`src/rtl/rv32i_types.sv`:
```
// Shared types and default sizes for the cache-line burst adaptor.
package rv32i_types;

    localparam int ADDR_W_DEF  = 32;
    localparam int LINE_W_DEF  = 256;
    localparam int BURST_W_DEF = 64;
    localparam int STAT_W_DEF  = 16;
    localparam int BEATS_DEF   = LINE_W_DEF / BURST_W_DEF;

    typedef enum logic [1:0] {
        IDLE,
        RD_BURST,
        WR_BURST,
        RESP
    } adaptor_state_e;

endpackage

```
`src/rtl/cacheline_adaptor_buffer.sv`:
```
// line_beat_buffer: one cache line of storage, filled either whole or one beat
// at a time, with a beat-indexed read port.
module line_beat_buffer #(
    parameter int LINE_W  = 256,
    parameter int BURST_W = 64
) (
    input  logic                 clk,
    input  logic                 rst,
    input  logic                 load_i,
    input  logic [LINE_W-1:0]    line_i,
    input  logic                 beat_we_i,
    input  logic [((LINE_W/BURST_W) > 1 ? $clog2(LINE_W/BURST_W) : 1)-1:0] beat_idx_i,
    input  logic [BURST_W-1:0]   beat_data_i,
    output logic [LINE_W-1:0]    line_o,
    output logic [BURST_W-1:0]   beat_o
);

    logic [LINE_W-1:0] buf_q;

    // A full-line load takes priority over a single-beat write.
    always_ff @(posedge clk or posedge rst) begin
        if (rst) begin
            buf_q <= '0;
        end else if (load_i) begin
            buf_q <= line_i;
        end else if (beat_we_i) begin
            buf_q[int'(beat_idx_i) * BURST_W +: BURST_W] <= beat_data_i;
        end
    end

    assign line_o = buf_q;
    assign beat_o = buf_q[int'(beat_idx_i) * BURST_W +: BURST_W];

endmodule

```
`src/rtl/cacheline_adaptor.sv`:
```
// Converts one full-line pmem read/write into a fixed-length beat burst.
// Optional statistics counters are built when CACHELINE_ADAPTOR_STATS_EN is defined.
module cacheline_adaptor
    import rv32i_types::*;
#(
    parameter int ADDR_W  = ADDR_W_DEF,
    parameter int LINE_W  = LINE_W_DEF,
    parameter int BURST_W = BURST_W_DEF,
    parameter int STAT_W  = STAT_W_DEF
) (
    input  logic               clk,
    input  logic               rst,
    input  logic               pmem_read,
    input  logic               pmem_write,
    input  logic [ADDR_W-1:0]  pmem_address,
    input  logic [LINE_W-1:0]  pmem_wdata,
    output logic [LINE_W-1:0]  pmem_rdata,
    output logic               pmem_resp,
    output logic               burst_read,
    output logic               burst_write,
    output logic [ADDR_W-1:0]  burst_addr,
    output logic [BURST_W-1:0] burst_wdata,
    input  logic [BURST_W-1:0] burst_rdata,
    input  logic               burst_resp,
    output logic [STAT_W-1:0]  stat_reads,
    output logic [STAT_W-1:0]  stat_writes
);

    localparam int BEATS = LINE_W / BURST_W;
    localparam int BW    = (BEATS > 1) ? $clog2(BEATS) : 1;
    localparam int OFF   = $clog2(LINE_W / 8);
    localparam logic [BW-1:0] LAST_BEAT = BW'(BEATS - 1);

    adaptor_state_e     state_q;
    logic [BW-1:0]      beat_q;
    logic [ADDR_W-1:0]  addr_q;
    logic               rd_q, wr_q, resp_q;

    logic               lastAccept;
    logic               rdFill;
    logic               wrLoad;
    logic [BURST_W-1:0] wrBeat;
    logic [BURST_W-1:0] unusedRdBeat;
    logic [LINE_W-1:0]  unusedWrLine;
    logic               unusedAddrBits;

    assign lastAccept     = burst_resp && (beat_q == LAST_BEAT);
    assign rdFill         = (state_q == RD_BURST) && burst_resp;
    assign wrLoad         = (state_q == IDLE) && !pmem_read && pmem_write;
    assign unusedAddrBits = ^pmem_address[OFF-1:0];

    // Burst strobes and the response pulse are flopped alongside the state so
    // they change on the same edge as the state they describe.
    always_ff @(posedge clk or posedge rst) begin
        if (rst) begin
            state_q <= IDLE;
            beat_q  <= '0;
            addr_q  <= '0;
            rd_q    <= 1'b0;
            wr_q    <= 1'b0;
            resp_q  <= 1'b0;
        end else begin
            case (state_q)
                IDLE: begin
                    if (pmem_read || pmem_write) begin
                        addr_q <= {pmem_address[ADDR_W-1:OFF], {OFF{1'b0}}};
                    end
                    if (pmem_read) begin
                        state_q <= RD_BURST;
                        rd_q    <= 1'b1;
                    end else if (pmem_write) begin
                        state_q <= WR_BURST;
                        wr_q    <= 1'b1;
                    end
                end
                RD_BURST, WR_BURST: begin
                    if (lastAccept) begin
                        state_q <= RESP;
                        beat_q  <= '0;
                        rd_q    <= 1'b0;
                        wr_q    <= 1'b0;
                        resp_q  <= 1'b1;
                    end else if (burst_resp) begin
                        beat_q <= beat_q + 1'b1;
                    end
                end
                RESP: begin
                    state_q <= IDLE;
                    resp_q  <= 1'b0;
                end
                default: begin
                    state_q <= IDLE;
                    beat_q  <= '0;
                    rd_q    <= 1'b0;
                    wr_q    <= 1'b0;
                    resp_q  <= 1'b0;
                end
            endcase
        end
    end

    // Separate read and write buffers so pmem_rdata survives intervening writes.
    line_beat_buffer #(.LINE_W(LINE_W), .BURST_W(BURST_W)) u_rd_buf (
        .clk         (clk),
        .rst         (rst),
        .load_i      (1'b0),
        .line_i      ({LINE_W{1'b0}}),
        .beat_we_i   (rdFill),
        .beat_idx_i  (beat_q),
        .beat_data_i (burst_rdata),
        .line_o      (pmem_rdata),
        .beat_o      (unusedRdBeat)
    );

    line_beat_buffer #(.LINE_W(LINE_W), .BURST_W(BURST_W)) u_wr_buf (
        .clk         (clk),
        .rst         (rst),
        .load_i      (wrLoad),
        .line_i      (pmem_wdata),
        .beat_we_i   (1'b0),
        .beat_idx_i  (beat_q),
        .beat_data_i ({BURST_W{1'b0}}),
        .line_o      (unusedWrLine),
        .beat_o      (wrBeat)
    );

    assign pmem_resp   = resp_q;
    assign burst_read  = rd_q;
    assign burst_write = wr_q;
    assign burst_addr  = addr_q;
    assign burst_wdata = wr_q ? wrBeat : {BURST_W{1'b0}};

`ifdef CACHELINE_ADAPTOR_STATS_EN
    logic [STAT_W-1:0] reads_q, writes_q;

    // Counted on the edge that enters RESP, keyed by which burst just finished.
    always_ff @(posedge clk or posedge rst) begin
        if (rst) begin
            reads_q  <= '0;
            writes_q <= '0;
        end else if (lastAccept) begin
            if (rd_q) reads_q  <= reads_q + 1'b1;
            if (wr_q) writes_q <= writes_q + 1'b1;
        end
    end

    assign stat_reads  = reads_q;
    assign stat_writes = writes_q;
`else
    assign stat_reads  = '0;
    assign stat_writes = '0;
`endif

endmodule
```
`config.mk`:
```
export PLATFORM = sky130hd
export DESIGN_NAME = cacheline_adaptor
export DESIGN_NICKNAME = d
export VERILOG_FILES = /design/src/rtl/rv32i_types.sv /design/src/rtl/cacheline_adaptor_buffer.sv /design/src/rtl/cacheline_adaptor.sv
export SDC_FILE = /design/constraint.sdc
export NUM_CORES = 1
export LEC_CHECK = 0
export ABC_AREA = 0
export CORE_AREA = 2 2 287 289
export DETAILED_ROUTE_END_ITERATION = 6
export DIE_AREA = 0 0 289 291
export MAX_ROUTING_LAYER = met4
export SLEW_MARGIN = 20
export SYNTH_ARGS = -nofsm -noshare
export SYNTH_HDL_FRONTEND = slang
export SYNTH_SLANG_ARGS = --single-unit
export TNS_END_PERCENT = 50
```
`constraint.sdc`:
```
create_clock -name clk -period 37.5 [get_ports clk]
set_input_delay 3.75 -clock clk [delete_from_list [all_inputs] [get_ports clk]]
set_output_delay 3.75 -clock clk [all_outputs]
set_load 0.03 [all_outputs]
```
==> out/metrics.sh <==
YS_FF_LATCH=546
P_PER_AREA_mW_PER_MM2=94.2
POSTSYNTHCELLCOUNT=1414
FINALHOLDVIOLCOUNT=0
SETUP_TNS_NS=0
ROUTED_VIA_DENSITY=4.71
TIMING_WORST_SLEW_PIN_VALUE_NS=0.976
ANTENNA_FOUND_INITIAL=11
ROW_COUNT=105
FINAL.PERIOD_UTILIZATION_PCT=20.5
FINISH.NET_COUNT=2460
RSZ0062_AT_GRT='no'
GLOBALPLACE.CONGESTION=0.823
OUTCOME='finished clean'
INITIAL_CORE_UTIL_PCT=27.4
POST-ROUTE-UTIL_PCT=39.7
WORST_HOLD_STARTPOINT='u_wr_buf.line_o[125]'
CELLLEAKAGEPOWER_nW=13.8
POSTCTSRESIZEDCELLS=0
AREA_DELTA_SYNTH_FINAL_PCT=45.0
TIMING.CRITICAL_PATH.TO_TYPE='primary output'
WORSTREG2REGSTART='beat_q[0]'
GRT_OVERFLOW=0
GRT_PASS1_WL_UM=105000
R2R_SETUP_SLACK_NS=34.15
CLASS_OF_THE_TIGHTEST_HOLD_OR_REMOVAL_CHECK='reg2reg'
VIAS=15200
CTS_TREE='done'
REQUIRED_NS=33.75
CLOCK_TREE_BUF_DEPTH=3
CRITPATHLAUNCH='beat_q[0]'
DP_HPWL_UM=48500
SYNTHDISTINCTLIBCELLS=31
ROUTE.DETAILED.DRC=0
NUMPORTBUFFERS=701
DESIGN.DIE.AREA_MM2=0.0841
LATER_PIN_CLOCK_LATENCY_IN_THE_SKEW_REPORT_NS=0.62
CLK_SKEW_NS=0.0268
MEAN_CELL_AREA_OF_THE_MAPPED_NETLIST_UM2=15.7
DRT_WL_TOTAL_UM=70000
WORST_EP_ARRIVAL_TIME_NS=3.95
HOLD_SLACK_NS=0.500
CTS_SETUP_BUFFERS=0
TIMING.MAX_SLEW.REL_SLACK_PCT=34.9
VIA_COUNT_OF_THE_FIRST_GLOBAL_ROUTING_PASS=16700
SETUP_VIOL_COUNT_FINAL=0
LAYOUT_MIN_CYCLE_TIME_NS=7.70
GLOBALROUTETOTALUTIL_PCT=16.6
MAX_CAP_VIOLATIONS=0
VDD.IR_DROP.WORST_V=0.0000574
CTS.HTREE.LEVELS=2
DRV_SLEW=0
COMMONEST_NON_FILL_NON_TAP_CELLS_IN_THE_LAYOUT='sky130_fd_sc_hd__clkdlybuf4s50_1, sky130_fd_sc_hd__dfrtp_1, sky130_fd_sc_hd__mux2_2'
DRT_FIRST_PASS_ITERS=5
GRT_START_MAX_NET_PINS=164
DIE-WIDTH_UM=289
CTS_HOLD_BUFFERS=0
PIN_COUNT=744
DESIGN.CORE.AREA_MM2=0.0812
REG2REGPATHDEPTH=7
TIMING.CRITICAL_PATH.FANOUT_MAX=37
TIMING.HOLD.WORST_PATH_DEPTH=1
SYNTH.YOSYS.SEQ_AREA_SHARE_PCT=61.5
PLACE_INST=3101
LAYOUTNONFILLERINSTCOUNT=3229
ROUTEDWLPERCELL_UM=21.7
TRITONCTS_NUM_SINKS=546
CLK_ROOT_BUFFER_CELL='sky130_fd_sc_hd__clkbuf_16'
POWER.TOTAL_W=0.00304
DRIVE_GT1_SHARE_PCT=22.7
DIE_H_UM=291
ACHIEVABLE-FREQUENCY_GHz=0.130
CRIT_PATH_START_KIND='register'
WORST_SETUP_HOLD_PATH_CLK_SLEW_NS=0.06
ANTENNA_VIOL_NETS_FINAL=0
NETLIST_AREA_MM2=0.0222
TIMING.SETUP.CRITICAL_PATH_CLASS='reg2out'
INITIAL_DRC_COUNT=568
SYNTHESIS.YOSYS.WARNINGS=0
MOST_COMMON_CELL_AFTER_LAYOUT_FILL_AND_TAPS_ASIDE='sky130_fd_sc_hd__clkdlybuf4s50_1'
TRITONCTS.NUM_BUFFERS=61
[final cells by class]
cell class | instances | area [um2]
well taps | 1070 | 1340
flip-flops and latches | 546 | 13700
multi-input cells | 753 | 7870
diodes | 13 | 32.5
clock buffers | 91 | 1800
clock inverters | 24 | 264
fillers | 7586 | 49000
inverters | 8 | 37.5
repair buffers | 724 | 7210
[metrics by stage]
stage          cell area, um2  worst slack [ns]
6_report                32200             29.80
3_5_place_dp            30100             30.32
4_1_cts                 32200             29.62
2_1_floorplan           22400             18.49
5_1_grt                 32200             29.52
3_3_place_gp            30100             30.30
[state kept, by name (all words and copies together), names as in the netlist]
signal           count
beat_q               2
burst_addr          27
burst_read           1
burst_write          1
pmem_resp            1
state_q              2
u_rd_buf.line_o    256
u_wr_buf.line_o    256
[logic make-up (layout without fill, tap and decap cells)]
kind of cell	Yosys count	in the layout	share of synthesized area [%]
flops	546	546	61.5
mux	354	354	21.1
compound gates	263	263	10.3
buf+inv	151	847	3.87
simple gates	90	90	2.66
fa+ha+maj	9	9	0.507
other cells	1	50	0.0169
[Yosys cell counts (all sizes together)]
cell type,count,area (um2)
dfrtp,546,13700
mux2,284,3200
a22o,258,2260
buf,106,692
and2,64,400
mux4,64,1440
clkbuf,37,139
ha,9,113
inv,8,30.0
mux2i,6,60.1
nand2,5,18.8
nand3,5,30.0
nand2b,3,18.8
nor4,3,46.3
o21ai,3,18.8
a21oi,2,10.0
nand4b,2,17.5
nor2,2,7.51
nor3b,2,20.0
and3,1,6.26
and4bb,1,12.5
conb,1,3.75
nand3b,1,7.51
nand4,1,6.26
[per-layer routing]
| layer | vias up | share of wire (%) | global-route usage, % |
|---|---|---|---|
| li1 | 6582 | - | - |
| met4 | 0 | 2.6 | 4.87 |
| met1 | 7926 | 38 | 18.9 |
| met3 | 98 | 9.4 | 5.40 |
| met2 | 594 | 50 | 27.9 |
| met5 | - | 0 | - |
[worst paths after layout]
check,end
max in group asynchronous,u_wr_buf.line_o[102]
setup / recovery,burst_wdata[60]
min in group asynchronous,u_rd_buf.line_o[8]
setup reg to reg,u_rd_buf.line_o[135]
hold reg to reg,u_wr_buf.line_o[125]
hold / removal,u_wr_buf.line_o[125]
[where the power goes]
group / internal, W / leakage (nW) / switching (W)
logic: 0.000698 / 5.76 / 0.000718
registers: 0.000848 / 7.01 / 0.000159
clock network: 0.000365 / 1.02 / 0.000248
total: 0.00191 / 13.8 / 0.00113
[worst max-delay path, cell delays in order, from the launching register on]
cell and delay, ns:
sky130_fd_sc_hd__dfrtp_4 0.94, sky130_fd_sc_hd__buf_4 0.78, sky130_fd_sc_hd__mux4_2 0.58, sky130_fd_sc_hd__and2_1 0.17, sky130_fd_sc_hd__clkdlybuf4s50_1 0.77
No activity file was read; power rests on OpenSTA's default activity.
